--- config.mk ---
export PLATFORM = sky130hd
export DESIGN_NAME = addsub_nibble_serial
export DESIGN_NICKNAME = d
export VERILOG_FILES = /design/src/rtl/addsub_nibble_serial.sv
export SDC_FILE = /design/constraint.sdc
export NUM_CORES = 1
export LEC_CHECK = 0
export CORE_ASPECT_RATIO = 0.9
export CORE_MARGIN = 5
export CORE_UTILIZATION = 51
export DETAILED_ROUTE_END_ITERATION = 10
export GPL_TIMING_DRIVEN = 1
export HOLD_SLACK_MARGIN = 0.06
export PLACE_DENSITY_LB_ADDON = 0.3
export RECOVER_POWER = 25
export SYNTH_ARGS = -nofsm -noshare
export SYNTH_HDL_FRONTEND = slang
export SYNTH_SLANG_ARGS = --single-unit
export TNS_END_PERCENT = 100
--- constraint.sdc ---
create_clock -name clk -period 3.7 [get_ports clk]
set_clock_uncertainty 0.05 [all_clocks]
set_input_delay 0.37 -clock clk [delete_from_list [all_inputs] [get_ports clk]]
set_output_delay 0.37 -clock clk [all_outputs]
set_load 0.1 [all_outputs]
--- src/rtl/addsub_nibble_serial.sv ---
// Nibble-serial adder/subtractor: one 4-bit ripple slice per clock, LS nibble first,
// with the inter-nibble carry held in a register and the result assembled in place.
module addsub_nibble_serial #(
    parameter int DATA_WIDTH = 32
) (
    input  logic                  clk,
    input  logic                  rst,
    input  logic                  in_valid,
    output logic                  in_ready,
    input  logic [DATA_WIDTH-1:0] a,
    input  logic [DATA_WIDTH-1:0] b,
    input  logic                  sub,
    output logic                  out_valid,
    input  logic                  out_ready,
    output logic [DATA_WIDTH-1:0] s,
    output logic                  cout,
    output logic                  ovf
);

    localparam int NIBBLES = DATA_WIDTH / 4;
    localparam int CW      = (NIBBLES > 1) ? $clog2(NIBBLES) : 1;
    localparam int MSB     = DATA_WIDTH - 1;
    localparam logic [CW-1:0] LAST_NIB = CW'(NIBBLES - 1);

    generate
        if ((DATA_WIDTH % 4) != 0 || DATA_WIDTH < 8) begin : g_bad_width
            $error("addsub_nibble_serial: DATA_WIDTH must be a multiple of 4 and at least 8");
        end
    endgenerate

    typedef enum logic [1:0] {
        S_IDLE,
        S_RUN,
        S_DONE
    } state_t;

    state_t r_state;
    state_t w_state_next;

    logic [DATA_WIDTH-1:0] r_a;
    logic [DATA_WIDTH-1:0] r_b;
    logic [DATA_WIDTH-1:0] r_s;
    logic                  r_carry;
    logic                  r_cout;
    logic                  r_ovf;
    logic [CW-1:0]         r_cnt;

    logic                  w_last;
    logic [3:0]            w_slice_a;
    logic [3:0]            w_slice_b;
    logic [3:0]            w_slice_sum;
    logic [4:0]            w_c;

    assign w_last    = (r_cnt == LAST_NIB);
    assign w_slice_a = r_a[{r_cnt, 2'b00} +: 4];
    assign w_slice_b = r_b[{r_cnt, 2'b00} +: 4];
    assign w_c[0]    = r_carry;

    // The 4-bit ripple-carry slice shared by every nibble of the operation.
    generate
        for (genvar gi = 0; gi < 4; gi++) begin : g_fa
            assign w_slice_sum[gi] = w_slice_a[gi] ^ w_slice_b[gi] ^ w_c[gi];
            assign w_c[gi+1]       = (w_slice_a[gi] & w_slice_b[gi])
                                   | (w_slice_a[gi] & w_c[gi])
                                   | (w_slice_b[gi] & w_c[gi]);
        end
    endgenerate

    always_ff @(posedge clk) begin
        if (rst) begin
            r_state <= S_IDLE;
        end else begin
            r_state <= w_state_next;
        end
    end

    always_comb begin
        w_state_next = r_state;
        case (r_state)
            S_IDLE:  if (in_valid)  w_state_next = S_RUN;
            S_RUN:   if (w_last)    w_state_next = S_DONE;
            S_DONE:  if (out_ready) w_state_next = S_IDLE;
            default:                w_state_next = S_IDLE;
        endcase
    end

    always_ff @(posedge clk) begin
        if (rst) begin
            r_a     <= '0;
            r_b     <= '0;
            r_s     <= '0;
            r_carry <= 1'b0;
            r_cout  <= 1'b0;
            r_ovf   <= 1'b0;
            r_cnt   <= '0;
        end else begin
            case (r_state)
                S_IDLE: begin
                    if (in_valid) begin
                        // Subtraction as A + ~B + 1: B is inverted here, the +1 enters as carry-in.
                        r_a     <= a;
                        r_b     <= b ^ {DATA_WIDTH{sub}};
                        r_carry <= sub;
                        r_cnt   <= '0;
                    end
                end
                S_RUN: begin
                    r_s[{r_cnt, 2'b00} +: 4] <= w_slice_sum;
                    r_carry                  <= w_c[4];
                    r_cnt                    <= w_last ? '0 : r_cnt + 1'b1;
                    if (w_last) begin
                        r_cout <= w_c[4];
                        r_ovf  <= (r_a[MSB] == r_b[MSB]) && (w_slice_sum[3] != r_a[MSB]);
                    end
                end
                default: begin
                end
            endcase
        end
    end

    assign in_ready  = (r_state == S_IDLE) && !rst;
    assign out_valid = (r_state == S_DONE);
    assign s         = r_s;
    assign cout      = r_cout;
    assign ovf       = r_ovf;

endmodule

Word-level counts from Yosys, hierarchy flattened:

Index checks and enable logic that the tools add are counted.
W data, S select, Z words.

* output and inout port bits: 36
* logic and storage cells: 70
* input bits: 69
* memories: 0
* latch bits: 0
* ROM bits: 0
* RAM bits: 0
* register bits: 104

* $mul: 0
* order comparisons: 0
* mux-type cells: 10
* reduce and logical (&&, ||, !) cells: 9
* div/mod/pow operators: 0
* add/sub/neg operators: 2
* shift-type cells: 4
* bitwise logic cells: 29
* equality and inequality tests: 8

Operators by type and width (count)
* $shiftx A32 B6 Y4: 2
* $bwmux W32: 1
* $shift A4 B7 Y32 const A: 1
* $shiftx A4 B7 Y32: 1
* $xor A32 B32 Y32: 1
* $and A1 B1 Y1: 12
* $or A1 B1 Y1: 8
* $xor A1 B1 Y1: 8
* $neg A5 Y7: 1
* $mux W2: 3
* $mux W3: 2
* $pmux W2 S3: 1
* $pmux W3 S2: 1
* $reduce_and A2 Y1: 3
* $ne A2 B2 Y1 const B: 2
* $add A3 B1 Y3 const B: 1
* $eq A3 B3 Y1 const B: 1
* $reduce_and A3 Y1: 1
* $eq A2 B1 Y1 const B: 1
* $eq A2 B2 Y1 const B: 1
* $logic_and A1 B1 Y1: 2
* $logic_not A2 Y1: 1
* $ne A2 B1 Y1 const B: 1
* $pmux W1 S2: 1
* other kinds (5): 5

Depth between registers and ports, before layout:

* depth in word-level cells: 14
* gate-level depth with buffers: 14
* mapped depth without buffers: 12

Least setup slack after synthesis:

OpenSTA, ideal clock, no wires.

* path type: input to output
* start: in rst
* end: out in_ready
* cell stages on the path: 4
* path slack: 0.278 ns
* path buffers: 3
* required time: 3.280 ns
* arrival: 3.002 ns
* path through: clkbuf_1 -> clkbuf_1 -> clkbuf_1 -> nor3_1

* word-level cells in the longest chain between the ends: 2

Ends and longest elaborated chain
* start: declaration: line 7 `input logic rst,`
* $logic_not A1 Y1: line 122 `assign in_ready = (r_state == S_IDLE) && !rst;`
* $logic_and A1 B1 Y1: line 122
* end: declaration: line 9 `output logic in_ready,`

Every way passes these cells.

Final worst setup path:

* start: reg r_cnt[0]
* end: reg r_ovf (netlist: ovf)

* word-level cells in the longest chain between the ends: 13
* elaborated cells on any way between the ends: 23
* classes of those cells: 2 x eq/ne; 2 x shift; 17 x bitwise; 2 x reduce/logical

Ends and longest elaborated chain
* start: declaration: line 46 `logic [CW-1:0] r_cnt;`
* start signal: assignment: line 110 `r_cnt <= w_last ? '0 : r_cnt + 1'b1;`
* $shiftx A32 B6 Y4, on equally long branches: line 55, 56
* $and A1 B1 Y1, on equally long branches: line 63, 64
* $or A1 B1 Y1: line 64 `| (w_slice_a[gi] & w_c[gi])`
* $or A1 B1 Y1: line 65 `| (w_slice_b[gi] & w_c[gi]);`
* $and A1 B1 Y1: line 64
* $or A1 B1 Y1: line 64
* $or A1 B1 Y1: line 65
* $and A1 B1 Y1: line 64
* $or A1 B1 Y1: line 64
* $or A1 B1 Y1: line 65
* $xor A1 B1 Y1: line 62 `assign w_slice_sum[gi] = w_slice_a[gi] ^ w_slice_b[gi] ^ w_c[gi];`
* $ne A1 B1 Y1: line 113 `r_ovf <= (r_a[MSB] == r_b[MSB]) && (w_slice_sum[3] != r_a[MSB]);`
* $logic_and A1 B1 Y1: line 113
* end signal: assignment: line 113
* end: declaration: line 45 `logic r_ovf;`

Several ways; a longest one is shown, not always the timed one.
A chain may end at the register's enable or synchronous reset.

==> out/qor.yml <==
status: "finished, final reports clean"
grt_start_max_net_pins: 116
routed_via_density: 5.31
dr.pass1.iters: 4
syn_area_sq_um: 4910
cts.clk_slew.worst_paths_ns: 0.10
hp-start: "r_a[1]"
syn_inst: 522
ys_top_cells_by_area: "dfxtp_1 42%, mux4_2 7.3%, nand2_1 6.6%"
min_path_type: "register to register"
clock_sinks: 104
core_area_sq_um: 9530
cp_cell_sequence: "mux4_2 -> nand2_1 -> nand2_1 -> fa_1 -> inv_1 -> fa_1 -> fa_1 -> inv_1 -> fa_1 -> nand3b_1 -> a211oi_1"
cp_common_cell: "fa_1"
period_share_pct: 90.9
yosys.area.top_type: "dfxtp_1"
endpoint_kind: "register"
hold_viol_final: 0
num_vias: 3897
io_pins: 105
ys_warn_count: 0
maxCapViolCount: 0
antenna_found_initial: 0
p_leak_nw: 2.24
worstPathMaxFanout: 16
critPathLaunch: "r_cnt[0]"
ant_nets: 0
synth_most_common_cell: "dfxtp_1"
cts_buffer_depth: 2
ys_types: 38
ys_seq_elements: 104
vdd_ir_drop_max_uv: 219
setup_tns_ns: 0
track_usage_pct: 18.6
cp_top_family: "adder cells"
fp.dieH_microns: 103
grt_pass1_vias: 3557
critPathMaxStageDelay_ns: 0.68
synth_fp_nets: 602
nets: 683
worstPathRequired_ns: 3.93
synth_edf_count: 0
cp_slowest_cell: "dfxtp_2"
portBuffers: 104
synth_top_area_share_pct: 42.4
die_width_microns: 113
wirelength_microns: 11000
worst-path-buf-inv: 2
ys_top_cells_by_count: "104 x dfxtp_1, 86 x nand2_1, 44 x nor2_1"
clock_latency_ns: 0.37
num_rows: 34
rsz0062_at_grt: "false"
n_antenna_cell: 0
htree_levels: 3
setup_violations: 0
hpwl_microns: 8110
ys_seq_area_share_pct: 42.4
grt-ovfl-total: 0
fin_crit_ns: 3.36
start_util_pct: 51.5
cts_buffers: 9
cts_resized: 0
power_mw: 2.31
max_freq_ghz: 0.297
drcViolationCount: 0
regToRegStartpoint: "r_cnt[0]"
place.gp.congestion: 0.852
arrival_ns: 3.59
drive_above_1_share_pct: 10.0
final_cells: 734
slew_headroom_pct: 4.93
power.density_nw_per_um2: 376
area_delta_synth_final_pct: 25.7
cts_setup_buffers: 0
root_buffer: "clkbuf_8"
synth.avg_cell_area_sq_um: 9.40
drv_slew: 0
synthFlopType: "dfxtp_1"
first_iter_violations: 212
final_util_pct: 64.7
criticalPathCategory: "register to register"
async_reset_ff_share_pct: 0
grt_pass1_wl_microns: 17400
dp_cells: 718
critPathLaunchType: "register"
tritoncts: "done"
die_area_sq_um: 11700
wire_per_inst_microns: 15.1
final_area_sq_um: 6160
ctsHoldBuffers: 0
placed_area_sq_um: 6000
worst_slew_pin_slew_ns: 1.43
layout make-up:
type                            count  area, sq um
Sequential cell                   104         2080
Tap cell                          126          158
Fill cell                         806         3360
Clock buffer                        9          124
Clock inverter                      7         65.1
Multi-Input combinational cell    374         2640
Timing Repair Buffer              109         1070
Inverter                            5         18.8
tightest hold or removal path: stages, from the launching register on:
cell and delay (ns):
dfxtp_1 0.32, nand2_1 0.05, a21oi_1 0.05
per-stage QoR:
stage	hold slack, ns	worst slack, ns
6_report	0.412	0.336
5_1_grt	0.431	0.126
4_1_cts	0.412	0.315
3_5_place_dp	0.397	0.325
3_3_place_gp	0.393	0.396
2_1_floorplan	0.383	0.278
metal layers:
| layer | vias up | share of wire, % | global-route usage (%) | routed length (microns) |
|---|---|---|---|---|
| met3 | 11 | 5.6 | 4.52 | 618 |
| met5 | - | 0 | 0 | 0 |
| met2 | 102 | 48 | 30.7 | 5250 |
| li1 | 1953 | - | - | - |
| met1 | 1831 | 46 | 24.7 | 5040 |
| met4 | 0 | 1.2 | 4.53 | 136 |
state kept, by name (all words and copies together) (netlist names):
name     cells
r_a         32
ovf          1
r_carry      1
r_b         32
r_state      2
cout         1
s           32
r_cnt        3
worst paths after layout:
check | endpoint | slack, ns | cells past startpoint
setup reg to reg | ovf | 0.34 | 11
hold / removal | r_a[1] | 0.41 | 2
setup / recovery | ovf | 0.34 | 11
hold reg to reg | r_a[1] | 0.41 | 2
kinds of logic after synthesis:
kind of cell / after synthesis / synth area share, %
AOI/OAI and AO/OA: 83 / 10.3
and+or+nand+nor: 199 / 20.0
muxes: 49 / 14.4
buffers and inverters: 44 / 3.70
adders and majority gates: 11 / 3.42
DFF: 104 / 42.4
xor gates and xnor gates: 32 / 5.71
where the power goes:
| group | switching (mW) | internal (mW) | total [mW] |
|---|---|---|---|
| clock network | 0.420 | 0.260 | 0.681 |
| registers | 0.0452 | 1.18 | 1.22 |
| logic | 0.207 | 0.203 | 0.410 |
cell usage in the layout (no fill, tap or decap), types with 6 or more instances in the layout:
cell / count
a211oi_1: 33
a21oi_1: 38
clkbuf_8: 9
clkdlybuf4s50_1: 100
dfxtp_1: 103
ha_1: 7
mux2_2: 12
mux2i_1: 21
mux4_2: 16
nand2_1: 86
nand2b_1: 21
nor2_1: 44
nor2b_1: 18
nor3_1: 6
o21ai_0: 9
xnor2_1: 32
Note: power is estimated with default switching activity, not from simulation.
